[src/rtl/mc_control_fsm.sv]
// Multi-cycle control sequencer for the RV32I core: walks each instruction through
// fetch/decode/execute/memory/writeback and drives the datapath enables and mux selects.
module mc_control_fsm (
    input  logic       clk,
    input  logic       reset,
    input  logic [6:0] opcode,
    input  logic       bcond,
    input  logic       halt_req,
    output logic       pc_write,
    output logic       ir_write,
    output logic       i_or_d,
    output logic       mem_read,
    output logic       mem_write,
    output logic       reg_write,
    output logic [1:0] mem_to_reg,
    output logic       alu_src_a,
    output logic [1:0] alu_src_b,
    output logic [1:0] alu_op,
    output logic [1:0] pc_source,
    output logic       is_halted,
    output logic [3:0] state
);

    localparam logic [6:0] OpcR      = 7'b0110011;
    localparam logic [6:0] OpcI      = 7'b0010011;
    localparam logic [6:0] OpcLoad   = 7'b0000011;
    localparam logic [6:0] OpcStore  = 7'b0100011;
    localparam logic [6:0] OpcBranch = 7'b1100011;
    localparam logic [6:0] OpcJal    = 7'b1101111;
    localparam logic [6:0] OpcJalr   = 7'b1100111;
    localparam logic [6:0] OpcSystem = 7'b1110011;

    typedef enum logic [3:0] {
        StIf     = 4'd0,
        StId     = 4'd1,
        StExR    = 4'd2,
        StExI    = 4'd3,
        StExAddr = 4'd4,
        StMemLd  = 4'd5,
        StMemSt  = 4'd6,
        StWbAlu  = 4'd7,
        StWbLd   = 4'd8,
        StBr     = 4'd9,
        StBrNt   = 4'd10,
        StJal    = 4'd11,
        StJalrEx = 4'd12,
        StJalrWb = 4'd13,
        StSys    = 4'd14,
        StHalt   = 4'd15
    } state_e;

    state_e state_q, state_d;
    logic   halt_now;
    logic   pc_plus4;

    assign halt_now = (opcode == OpcSystem) && halt_req;

    always_comb begin
        state_d = state_q;
        unique case (state_q)
            StIf: state_d = StId;
            StId: begin
                case (opcode)
                    OpcR:               state_d = StExR;
                    OpcI:               state_d = StExI;
                    OpcLoad, OpcStore:  state_d = StExAddr;
                    OpcBranch:          state_d = StBr;
                    OpcJal:             state_d = StJal;
                    OpcJalr:            state_d = StJalrEx;
                    default:            state_d = StSys;
                endcase
            end
            StExR, StExI: state_d = StWbAlu;
            StExAddr:     state_d = (opcode == OpcLoad) ? StMemLd : StMemSt;
            StMemLd:      state_d = StWbLd;
            StMemSt, StWbAlu, StWbLd, StBrNt, StJal, StJalrWb: state_d = StIf;
            StBr:         state_d = bcond ? StIf : StBrNt;
            StJalrEx:     state_d = StJalrWb;
            StSys:        state_d = halt_now ? StHalt : StIf;
            StHalt:       state_d = StHalt;
        endcase
    end

    always_ff @(posedge clk) begin
        if (reset) begin
            state_q <= StIf;
        end else begin
            state_q <= state_d;
        end
    end

    assign state = state_q;

    // Reset gates every output so an aborted instruction can never write anything.
    always_comb begin
        pc_write   = 1'b0;
        ir_write   = 1'b0;
        i_or_d     = 1'b0;
        mem_read   = 1'b0;
        mem_write  = 1'b0;
        reg_write  = 1'b0;
        mem_to_reg = 2'd0;
        alu_src_a  = 1'b0;
        alu_src_b  = 2'd0;
        alu_op     = 2'd0;
        pc_source  = 2'd0;
        is_halted  = 1'b0;
        pc_plus4   = 1'b0;
        if (!reset) begin
            unique case (state_q)
                StIf: begin
                    mem_read = 1'b1;
                    ir_write = 1'b1;
                end
                StId: alu_src_b = 2'd2;
                StExR: begin
                    alu_src_a = 1'b1;
                    alu_op    = 2'd2;
                end
                StExI: begin
                    alu_src_a = 1'b1;
                    alu_src_b = 2'd2;
                    alu_op    = 2'd2;
                end
                StExAddr, StJalrEx: begin
                    alu_src_a = 1'b1;
                    alu_src_b = 2'd2;
                end
                StMemLd: begin
                    i_or_d   = 1'b1;
                    mem_read = 1'b1;
                end
                StMemSt: begin
                    i_or_d    = 1'b1;
                    mem_write = 1'b1;
                    pc_plus4  = 1'b1;
                end
                StWbAlu: begin
                    reg_write = 1'b1;
                    pc_plus4  = 1'b1;
                end
                StWbLd: begin
                    reg_write  = 1'b1;
                    mem_to_reg = 2'd1;
                    pc_plus4   = 1'b1;
                end
                StBr: begin
                    alu_src_a = 1'b1;
                    alu_op    = 2'd1;
                    pc_source = 2'd1;
                    pc_write  = bcond;
                end
                StBrNt: pc_plus4 = 1'b1;
                StJal, StJalrWb: begin
                    // ALU forms the link address PC+4 while PC loads the latched target.
                    alu_src_b  = 2'd1;
                    reg_write  = 1'b1;
                    mem_to_reg = 2'd2;
                    pc_write   = 1'b1;
                    pc_source  = (state_q == StJal) ? 2'd1 : 2'd2;
                end
                StSys:  pc_plus4 = !halt_now;
                StHalt: is_halted = 1'b1;
            endcase
            if (pc_plus4) begin
                alu_src_a = 1'b0;
                alu_src_b = 2'd1;
                alu_op    = 2'd0;
                pc_source = 2'd0;
                pc_write  = 1'b1;
            end
        end
    end

endmodule

[config.mk]
export PLATFORM = sky130hd
export DESIGN_NAME = mc_control_fsm
export DESIGN_NICKNAME = d
export VERILOG_FILES = /design/src/rtl/mc_control_fsm.sv
export SDC_FILE = /design/constraint.sdc
export NUM_CORES = 1
export LEC_CHECK = 0
export CAP_MARGIN = 10
export CORE_MARGIN = 2
export CORE_UTILIZATION = 34
export DETAILED_ROUTE_END_ITERATION = 16
export PLACE_DENSITY = 0.69
export SYNTH_ARGS = -nofsm -noshare
export SYNTH_HDL_FRONTEND = slang
export SYNTH_SLANG_ARGS = --single-unit
[constraint.sdc]
create_clock -name clk -period 3.1 [get_ports clk]
set_input_delay 0.31 -clock clk [delete_from_list [all_inputs] [get_ports clk]]
set_output_delay 0.31 -clock clk [all_outputs]
set_load 0.005 [all_outputs]
==> metrics.md <==
| Metric | Value |
|---|---|
| Status | `finished clean` |
| GR Overflow Total | `0` |
| Drt total wl | `1.92 mm` |
| Tightest Pin Transition | `620 ps` |
| Delay-heaviest family, CP | `buffers and inverters` |
| Mapped Area | `633 um^2` |
| Pwr Density | `722 nW/um^2` |
| Final period util | `81.3%` |
| DR pass1 iterations | `4` |
| Slowest stage delay, CP | `570 ps` |
| GRT Total Usage | `18.8%` |
| Max Clock Skew | `1.15 ps` |
| Clock Tree Root | `clkbuf_4` |
| Clk_lat worst skew | `230 ps` |
| CTS buffer count | `3` |
| Vias | `805` |
| Worst Path Required | `2790 ps` |
| Buf+Inv Stages, Crit Path | `2` |
| CTS clk-pin slew, worst paths | `40 ps` |
| #FFs+latches synth | `4` |
| Critical-path cell list | `clkdlybuf4s50_1 > nand4_2 > o41ai_4 > a211o_1 > a21oi_1 > clkdlybuf4s50_1` |
| Initial core utilization | `36.3%` |
| Largest net degree at the start of global routing | `20` |
| H-tree levels | `1` |
| Syn Area/Cell | `7.03 um^2` |
| Startpoint Class | `input pin` |
| Layout cells sized above 1 | `7.83%` |
| Hold buffer count at cts | `0` |
| Final ANT Viol Nets | `0` |
| Tmin final | `2520 ps` |
| # fillers | `182` |
| Number of flip-flops in the largest register | `4` |
| TritonCTS clock tree | `built` |
| Worst relative slew slack | `58.6%` |
| Yosys Warn Count | `0` |
| Chip height | `47.2 um` |
| Final TNS setup | `0 ps` |
| Number of global-route vias before repair | `743` |
| WS Path Type | `input pin to output pin` |
| Syn_nets | `101` |
| Max clock buf depth | `2` |
| Final setup viols | `0` |
| Num Clock Sinks | `4` |
| Maxcap violations | `0` |
| Pre-CTS setup slack | `586 ps` |
| First-pass GRT wire length | `3.07 mm` |
| Fin. max-slew vios | `0` |
| Die area | `2220 um^2` |
| Setup bufs post-CTS | `0` |
| Final WS setup | `580 ps` |
| Critical Path End Type | `output pin` |
| Nets@finish | `128` |
| Unique masters post-synth | `37` |
| I/O pin count | `31` |
| Number of remaining DRC errors | `0` |
| Port Buffers | `30` |
| Synthesis-to-finish area growth | `50.0%` |
| Die X | `47.2 um` |
| Critical-path top delay cell | `clkdlybuf4s50_1` |
| Final HPWL DP | `1.45 mm` |
| Final hold vios | `0` |
| Post-CTS resize count | `0` |
| Initial DRC Count | `18` |
| Initial antenna violation count | `0` |
| Diode count | `0` |
| Cell row count | `15` |
| Max IR drop VDD | `0.000294 V` |
| CORE AREA | `1750 um^2` |
| Arrival time worst endpoint | `2210 ps` |
| Leakage | `0.303 nW` |
| Cell mode on critical path | `clkdlybuf4s50_1` |
| Crit Path Max Fanout | `6` |
| Mapped Cells | `90` |
| Avg WL per Cell | `13.7 um` |
| Seq/Total Area, Yosys | `12.6%` |
| Achievable Freq | `0.397 GHz` |
| Placer Congestion | `0.812` |
| Hold Path Class | `flip-flop to flip-flop` |
| Vias per cell | `5.75` |
| RSZ-0062 raised after global routing | `false` |
-- tightest hold or removal path, delay by kind of cell (launching register included) --
kind | cells | cell delay, ps
DFF | 1 | 300
AOI/OAI and AO/OA | 1 | 60
and+or+nand+nor | 2 | 300
-- cell usage in the layout, fill, tap and decap left out, drive strengths merged, types with 2 or more instances in the layout --
master         instances
nand2b                 3
dfxtp                  4
a31oi                  4
a22oi                  2
nand4bb                2
or3                    2
nand2                  6
xor2                   2
o211ai                 2
buf                    2
nor4b                  2
clkdlybuf4s50         30
clkbuf                 3
nor3                   7
inv                    2
nor4                   5
nor2b                  2
xnor2                  2
a21oi                  5
o21ai                  3
nand3                  2
nor2                   9
-- metrics by stage --
step,utilization (%),hold slack [ps],total power [mW],cells,area (um^2)
6_report,54.4,713,0.686,140,950
5_1_grt,54.4,739,0.743,140,950
4_1_cts,54.4,713,0.689,140,950
3_5_place_dp,53.1,704,0.620,137,927
3_3_place_gp,53.1,693,0.613,137,927
2_1_floorplan,-,484,0.439,90,633
-- area by class of cell --
class	count	area, um^2	share of cell area (%)
flip-flops and latches	4	80.1	8.43
well taps	25	31.3	3.29
repair buffers	32	315	33.2
inverters	2	7.51	0.791
clock buffers	3	22.5	2.37
multi-input cells	74	493	51.9
-- per-layer routing --
metal	wire length [um]	up-vias	track usage, %
li1	-	398	-
met1	853	393	24.0
met2	1010	14	32.9
met3	63	0	2.69
met4	0	0	5.00
met5	0	-	0
-- power by group --
| group | internal (mW) | switching [mW] | total, mW |
|---|---|---|---|
| sequential | 0.0723 | 0.0483 | 0.121 |
| clock | 0.0433 | 0.0206 | 0.0638 |
| combinational | 0.248 | 0.254 | 0.501 |
-- final timing paths --
path	slack, ps	cells past startpoint	to	startpoint
worst min register to register	710	3	state[3]	state[0]
worst min-delay path	710	3	state[3]	state[0]
worst max register to register	1470	3	state[2]	state[2]
worst max-delay path	580	6	pc_write	opcode[6]
-- synthesized netlist by cell type --
cell,n,area share [%]
or4_4,1,1.8
or3_1,2,2.0
o21ai_1,1,0.79
o32ai_2,1,2.6
a22oi_1,2,2.4
a221oi_1,1,1.4
nor4b_1,2,2.8
a211o_1,1,1.4
inv_1,2,1.2
clkbuf_1,3,1.8
o41ai_4,1,4.3
nand2_1,6,3.6
nor2b_1,2,2.0
nor3_1,7,5.5
nand4_2,1,2.0
xor2_1,2,2.8
buf_6,1,1.8
nor4_1,5,4.9
and2b_1,1,1.2
a31oi_1,4,4.0
o21ai_0,2,1.6
nor3b_1,1,1.2
buf_2,6,4.7
o211ai_1,2,2.4
a41oi_1,1,1.4
nand4bb_1,2,3.6
a21o_1,1,1.2
a21oi_1,5,4.0
dfxtp_1,4,13
xnor2_1,2,2.8
nor2_1,9,5.3
o31ai_1,1,1.2
a211oi_1,1,1.2
nand3_1,2,1.6
nand2b_1,3,3.0
o22a_1,1,1.4
or2_0,1,0.99
-- cell families (layout without fill, tap and decap cells) --
family / after synthesis / after routing / synth area share [%]
compound gates: 25 / 25 / 31.0
xor+xnor: 4 / 4 / 5.53
buf+inv: 12 / 37 / 9.49
flops: 4 / 4 / 12.6
simple gates: 45 / 45 / 41.3
Power figures use the tool's default switching activity.
==> variant 1: new RTL, config.mk and constraints unchanged <==
Add an input register stage for `opcode`, `bcond` and `halt_req`, cleared by the reset; this delays them by one clock.
--- a/src/rtl/mc_control_fsm.sv
+++ b/src/rtl/mc_control_fsm.sv
@@ -51,2 +51,18 @@
 
+    logic [6:0] opcode_q;
+    logic bcond_q;
+    logic halt_req_q;
+
+    always_ff @(posedge clk) begin
+        if (reset) begin
+            opcode_q   <= '0;
+            bcond_q    <= '0;
+            halt_req_q <= '0;
+        end else begin
+            opcode_q   <= opcode;
+            bcond_q    <= bcond;
+            halt_req_q <= halt_req;
+        end
+    end
+
     state_e state_q, state_d;
@@ -55,3 +71,3 @@
 
-    assign halt_now = (opcode == OpcSystem) && halt_req;
+    assign halt_now = (opcode_q == OpcSystem) && halt_req_q;
 
@@ -62,3 +78,3 @@
             StId: begin
-                case (opcode)
+                case (opcode_q)
                     OpcR:               state_d = StExR;
@@ -73,6 +89,6 @@
             StExR, StExI: state_d = StWbAlu;
-            StExAddr:     state_d = (opcode == OpcLoad) ? StMemLd : StMemSt;
+            StExAddr:     state_d = (opcode_q == OpcLoad) ? StMemLd : StMemSt;
             StMemLd:      state_d = StWbLd;
             StMemSt, StWbAlu, StWbLd, StBrNt, StJal, StJalrWb: state_d = StIf;
-            StBr:         state_d = bcond ? StIf : StBrNt;
+            StBr:         state_d = bcond_q ? StIf : StBrNt;
             StJalrEx:     state_d = StJalrWb;
@@ -150,3 +166,3 @@
                     pc_source = 2'd1;
-                    pc_write  = bcond;
+                    pc_write  = bcond_q;
                 end
Check against the original RTL: not equivalent (a bounded check fails within 4 cycles, from zero or initial values and one cycle with reset high).
==> variant 1 against the unedited design <==
- cell area rose by 22%
- power rose by 9.4%
- routed wire length rose by 6.9%
- synthesized cell count rose by 16%
- sequential cell count rose by 9
- area after synthesis rose by 30%
- worst setup slack improved by 23 ps
- die area rose by 27%
==> variant 1: results <==
[run_status]
status = "finished clean"

[placed_design]
portBuffers = 30
placedCellCount = 156
gp_congestion = 0.832
hpwl_um = 1590

[routing]
dr.pass1.iters = 4
vias = 876
routed_via_density = 5.48
drt_iter0_drc = 15
finalWirelength_um = 2050

[grt]
antenna_found_initial = 0
grt_util_all_layers = 0.168
first_global_vias = 828
grt_pass1_wl_um = 3580
grt_max_degree = 21

[power_and_ir_drop]
ir_drop_mv = 0.386
p_leak_nw = 0.381

[sta]
relSlewSlack = 0.573
skew_ps = 1.28
setup_viol = 0

[synthesis]
ys_warn_count = 0
syn_inst = 104
synth_nets = 115
ys_seq_area_frac = 0.316
synth.distinct_cells = 39
synthTopCellsByCount = "dfxtp_1, nor2b_1, nor2_1"
synth.area.top_cells = "dfxtp_1, nor2b_1, nor2_1"

[cts]
clk_latency_ps = 270
cts.path.max_buffers = 2
post_cts_resized = 0
clkTransAtPathRegs_ps = 70
postCtsSetupBuffers = 0
cts_buffers = 3
cts-root-buf = "clkbuf_4"

[finish]
drive_above_1_share = 0.0530
regMostFlops = "opcode_q"
finalNetCount = 144
fillers = 247
largest_reg_flops = 7

[flow_run]
cap_violations = 0

[critical_path]
crit_path_start = "state[2]"
critical_path.top_delay_family = "flip-flops"
cp_max_fo = 20
critical-path-max-stage-delay_ps = 730
slowest_stage = "dfxtp_1"

[min_path]
min_from = "opcode[0]"
hp-class = "in -> reg"
variant 1: layout make-up:
type                            instances  area share
Multi-Input combinational cell         82       0.451
Timing Repair Buffer                   31       0.265
Sequential cell                        13       0.224
Tap cell                               28      0.0302
Clock buffer                            4      0.0227
Inverter                                2     0.00647
variant 1: logic make-up after synthesis:
| group | after synthesis | synth area share |
|---|---|---|
| buf+inv | 9 | 0.0486 |
| compound gates | 22 | 0.202 |
| mux | 1 | 0.0122 |
| xor+xnor | 4 | 0.0426 |
| flops | 13 | 0.316 |
| simple gates | 55 | 0.378 |
variant 1: worst paths after layout:
check,to,slack (ps),depth (start not counted)
max,alu_src_b[0],600,4
min,opcode_q[0],590,2
max reg2reg,state[1],1190,4
min reg2reg,state[3],590,2
variant 1: worst reg2reg max path, stage by stage (launching register included):
cell and delay (ps):
dfxtp_1 730, nand2_1 250, or4_1 570, o2111a_1 140, a31oi_1 160
variant 1: stage by stage:
step | instance area [sq um] | hold WS (ps) | setup slack, ps | power, mW
final | 1160 | 589 | 603 | 0.750
after global routing | 1160 | 577 | 458 | 0.820
after CTS | 1160 | 580 | 599 | 0.755
after detailed placement | 1130 | 580 | 816 | 0.654
after global placement | 1130 | 600 | 863 | 0.645
after floorplan | 823 | 382 | 1530 | 0.491
variant 1: per-layer routing:
| metal | part of all wire | routed length [um] | GRT usage |
|---|---|---|---|
| met4 | 0 | 0 | 0.0556 |
| met2 | 0.49 | 998 | 0.284 |
| met1 | 0.46 | 952 | 0.213 |
| met5 | 0 | 0 | 0 |
| met3 | 0.050 | 102 | 0.0282 |
variant 1: power by group:
group          switching, mW  internal (mW)  total, mW
Sequential            0.0843          0.192      0.277
Clock                 0.0507         0.0498      0.100
Combinational          0.165          0.208      0.373
==> variant 2: new RTL, same settings <==
Made on the original files. Make the reset (`reset`) asynchronous in one clocked block.
--- a/src/rtl/mc_control_fsm.sv
+++ b/src/rtl/mc_control_fsm.sv
@@ -83,3 +83,3 @@
 
-    always_ff @(posedge clk) begin
+    always_ff @(posedge clk or posedge reset) begin
         if (reset) begin
Formal check against the unedited RTL: differs if reset is asserted again (counterexample within 4 cycles, from zero or initial values and one cycle with reset high); with reset held inactive, the same outputs for 10 cycles.
==> variant 2 against the unedited design <==
- routed wire length decreased by 13%
- sequential share of layout area increased by 2.6 points
- combinational power down 4.0%
- cell area is 4.2% lower
- worst setup slack worse by 20 ps
- area after synthesis shrank 6.3%
- sequential cell count did not move
- power up 7.9%
- critical path type unchanged
- critical endpoint unchanged
- highest routed layer is now met4
==> variant 2: results <==
[routing]
dr.pass1.iters = 4
routed_via_density = 5.89
wl_per_cell_um = 12.9
vias = 766
drt_iter0_drc = 40

[finish]
finalNetCount = 126
antenna_cells = 0
largest_reg_flops = 4
drive_above_1_share = 0.0442

[placed_design]
gp_congestion = 0.859
hpwl_um = 1260
portBuffers = 30

[min_path]
hp-class = "in -> async"

[cts]
cts.path.max_buffers = 2
clkTransAtPathRegs_ps = 50
clk_latency_ps = 240
cts-root-buf = "clkbuf_4"
postCtsSetupBuffers = 0
cts.htree.levels = 1
post_cts_resized = 0
cts_buffers = 3

[synthesis]
yosys_most_used_dff = "dfrtp_1"
synth_edf_count = 0
synthAdderAreaFrac = 0
synth_nets = 97
synth.area.top_cells = "dfrtp_1, nor3_1, nand2b_1"
ys_seq_area_frac = 0.169
synthXorXnorAreaFrac = 0.0443
synthTopCellsByCount = "nor2_1, nand2_1, nor3_1"
synth.distinct_cells = 32
syn_inst = 86
async_flop_share = 1.00
synth_mux_area_frac = 0.0190
synth_compound_area_frac = 0.272
ys_warn_count = 0

[grt]
grt_use_met2 = 0.282
use_met3 = 0.00397
grt_util_all_layers = 0.169
grt_pass1_wl_um = 2600
grt_max_degree = 22
antenna_found_initial = 0
first_global_vias = 587
globalRouteMet1Util = 0.228

[power_and_ir_drop]
p_leak_nw = 0.332
ir_drop_mv = 0.285
p_int_uw = 397

[critical_path]
critical_path.top_delay_family = "buffers and inverters"
cp_max_fo = 4
crit_arrival_ps = 2230
r2r_cells = 4
rr_startpoint = "state[0]"
slowest_stage = "clkdlybuf4s50_1"
r2r_end = "state[2]"
critical-path-max-stage-delay_ps = 520
r2r_slack_ps = 1590

[sta]
max_freq_ghz = 0.394
fin_crit_ps = 2540
skew_ps = 13.6
tightest_slew_ps = 630

[run_status]
status = "finished clean"
-- variant 2: cell types whose count changed in the layout (fill, tap and decap cells not counted), moves of 3 or more --
cell / change
dfrtp_1: +4
and3_1: +3
dfxtp_1: -4
a2111oi_0: +3
a31oi_1: -3
nor2b_1: +3
-- variant 2: worst max path at each step --
stage          cells after the start  endpoint  startpoint
6_report                           6  pc_write   opcode[5]
5_1_grt                            3    i_or_d    state[1]
4_1_cts                            6  pc_write   opcode[5]
3_5_place_dp                       6  pc_write   opcode[5]
3_3_place_gp                       6  pc_write   opcode[4]
2_1_floorplan                      3  pc_write    state[3]
-- variant 2: metal layers --
metal,vias to the layer above,part of all wire
li1,385,-
met1,336,0.46
met2,41,0.46
met3,4,0.065
met4,0,0.016
met5,-,0
-- variant 2: cells by family (layout without fill, tap and decap cells) --
| logic type | Yosys count | count (layout) |
|---|---|---|
| simple gates | 47 | 47 |
| compound gates | 22 | 22 |
| buf+inv | 9 | 36 |
| flops | 4 | 4 |
| xor+xnor | 3 | 3 |
| mux | 1 | 1 |
-- variant 2: area by class of cell --
type	count	area, sq um
Sequential cell	4	100
Clock buffer	3	22.5
Multi-Input combinational cell	73	454
Timing Repair Buffer	30	300
Tap cell	17	21.3
Inverter	3	11.3
Fill cell	177	779
-- variant 2: power by group through the flow --
| stage | Sequential, mW | Clock (mW) | Combinational, mW |
|---|---|---|---|
| 2_1_floorplan | 0.110 | 0 | 0.356 |
| 5_1_grt | 0.204 | 0.0750 | 0.537 |
| 4_1_cts | 0.188 | 0.0683 | 0.483 |
| 3_5_place_dp | 0.189 | 0 | 0.482 |
| 6_report | 0.191 | 0.0687 | 0.481 |
| 3_3_place_gp | 0.190 | 0 | 0.483 |
-- variant 2: metrics by stage --
stage               instance area, sq um  power (mW)  hold WS [ps]  setup WS [ps]
finish                               910       0.740           589            560
global route                         910       0.816           680            418
CTS                                  910       0.739           604            579
detailed placement                   887       0.670           857            579
global placement                     887       0.673           859            591
floorplan                            593       0.466          86.3           1550
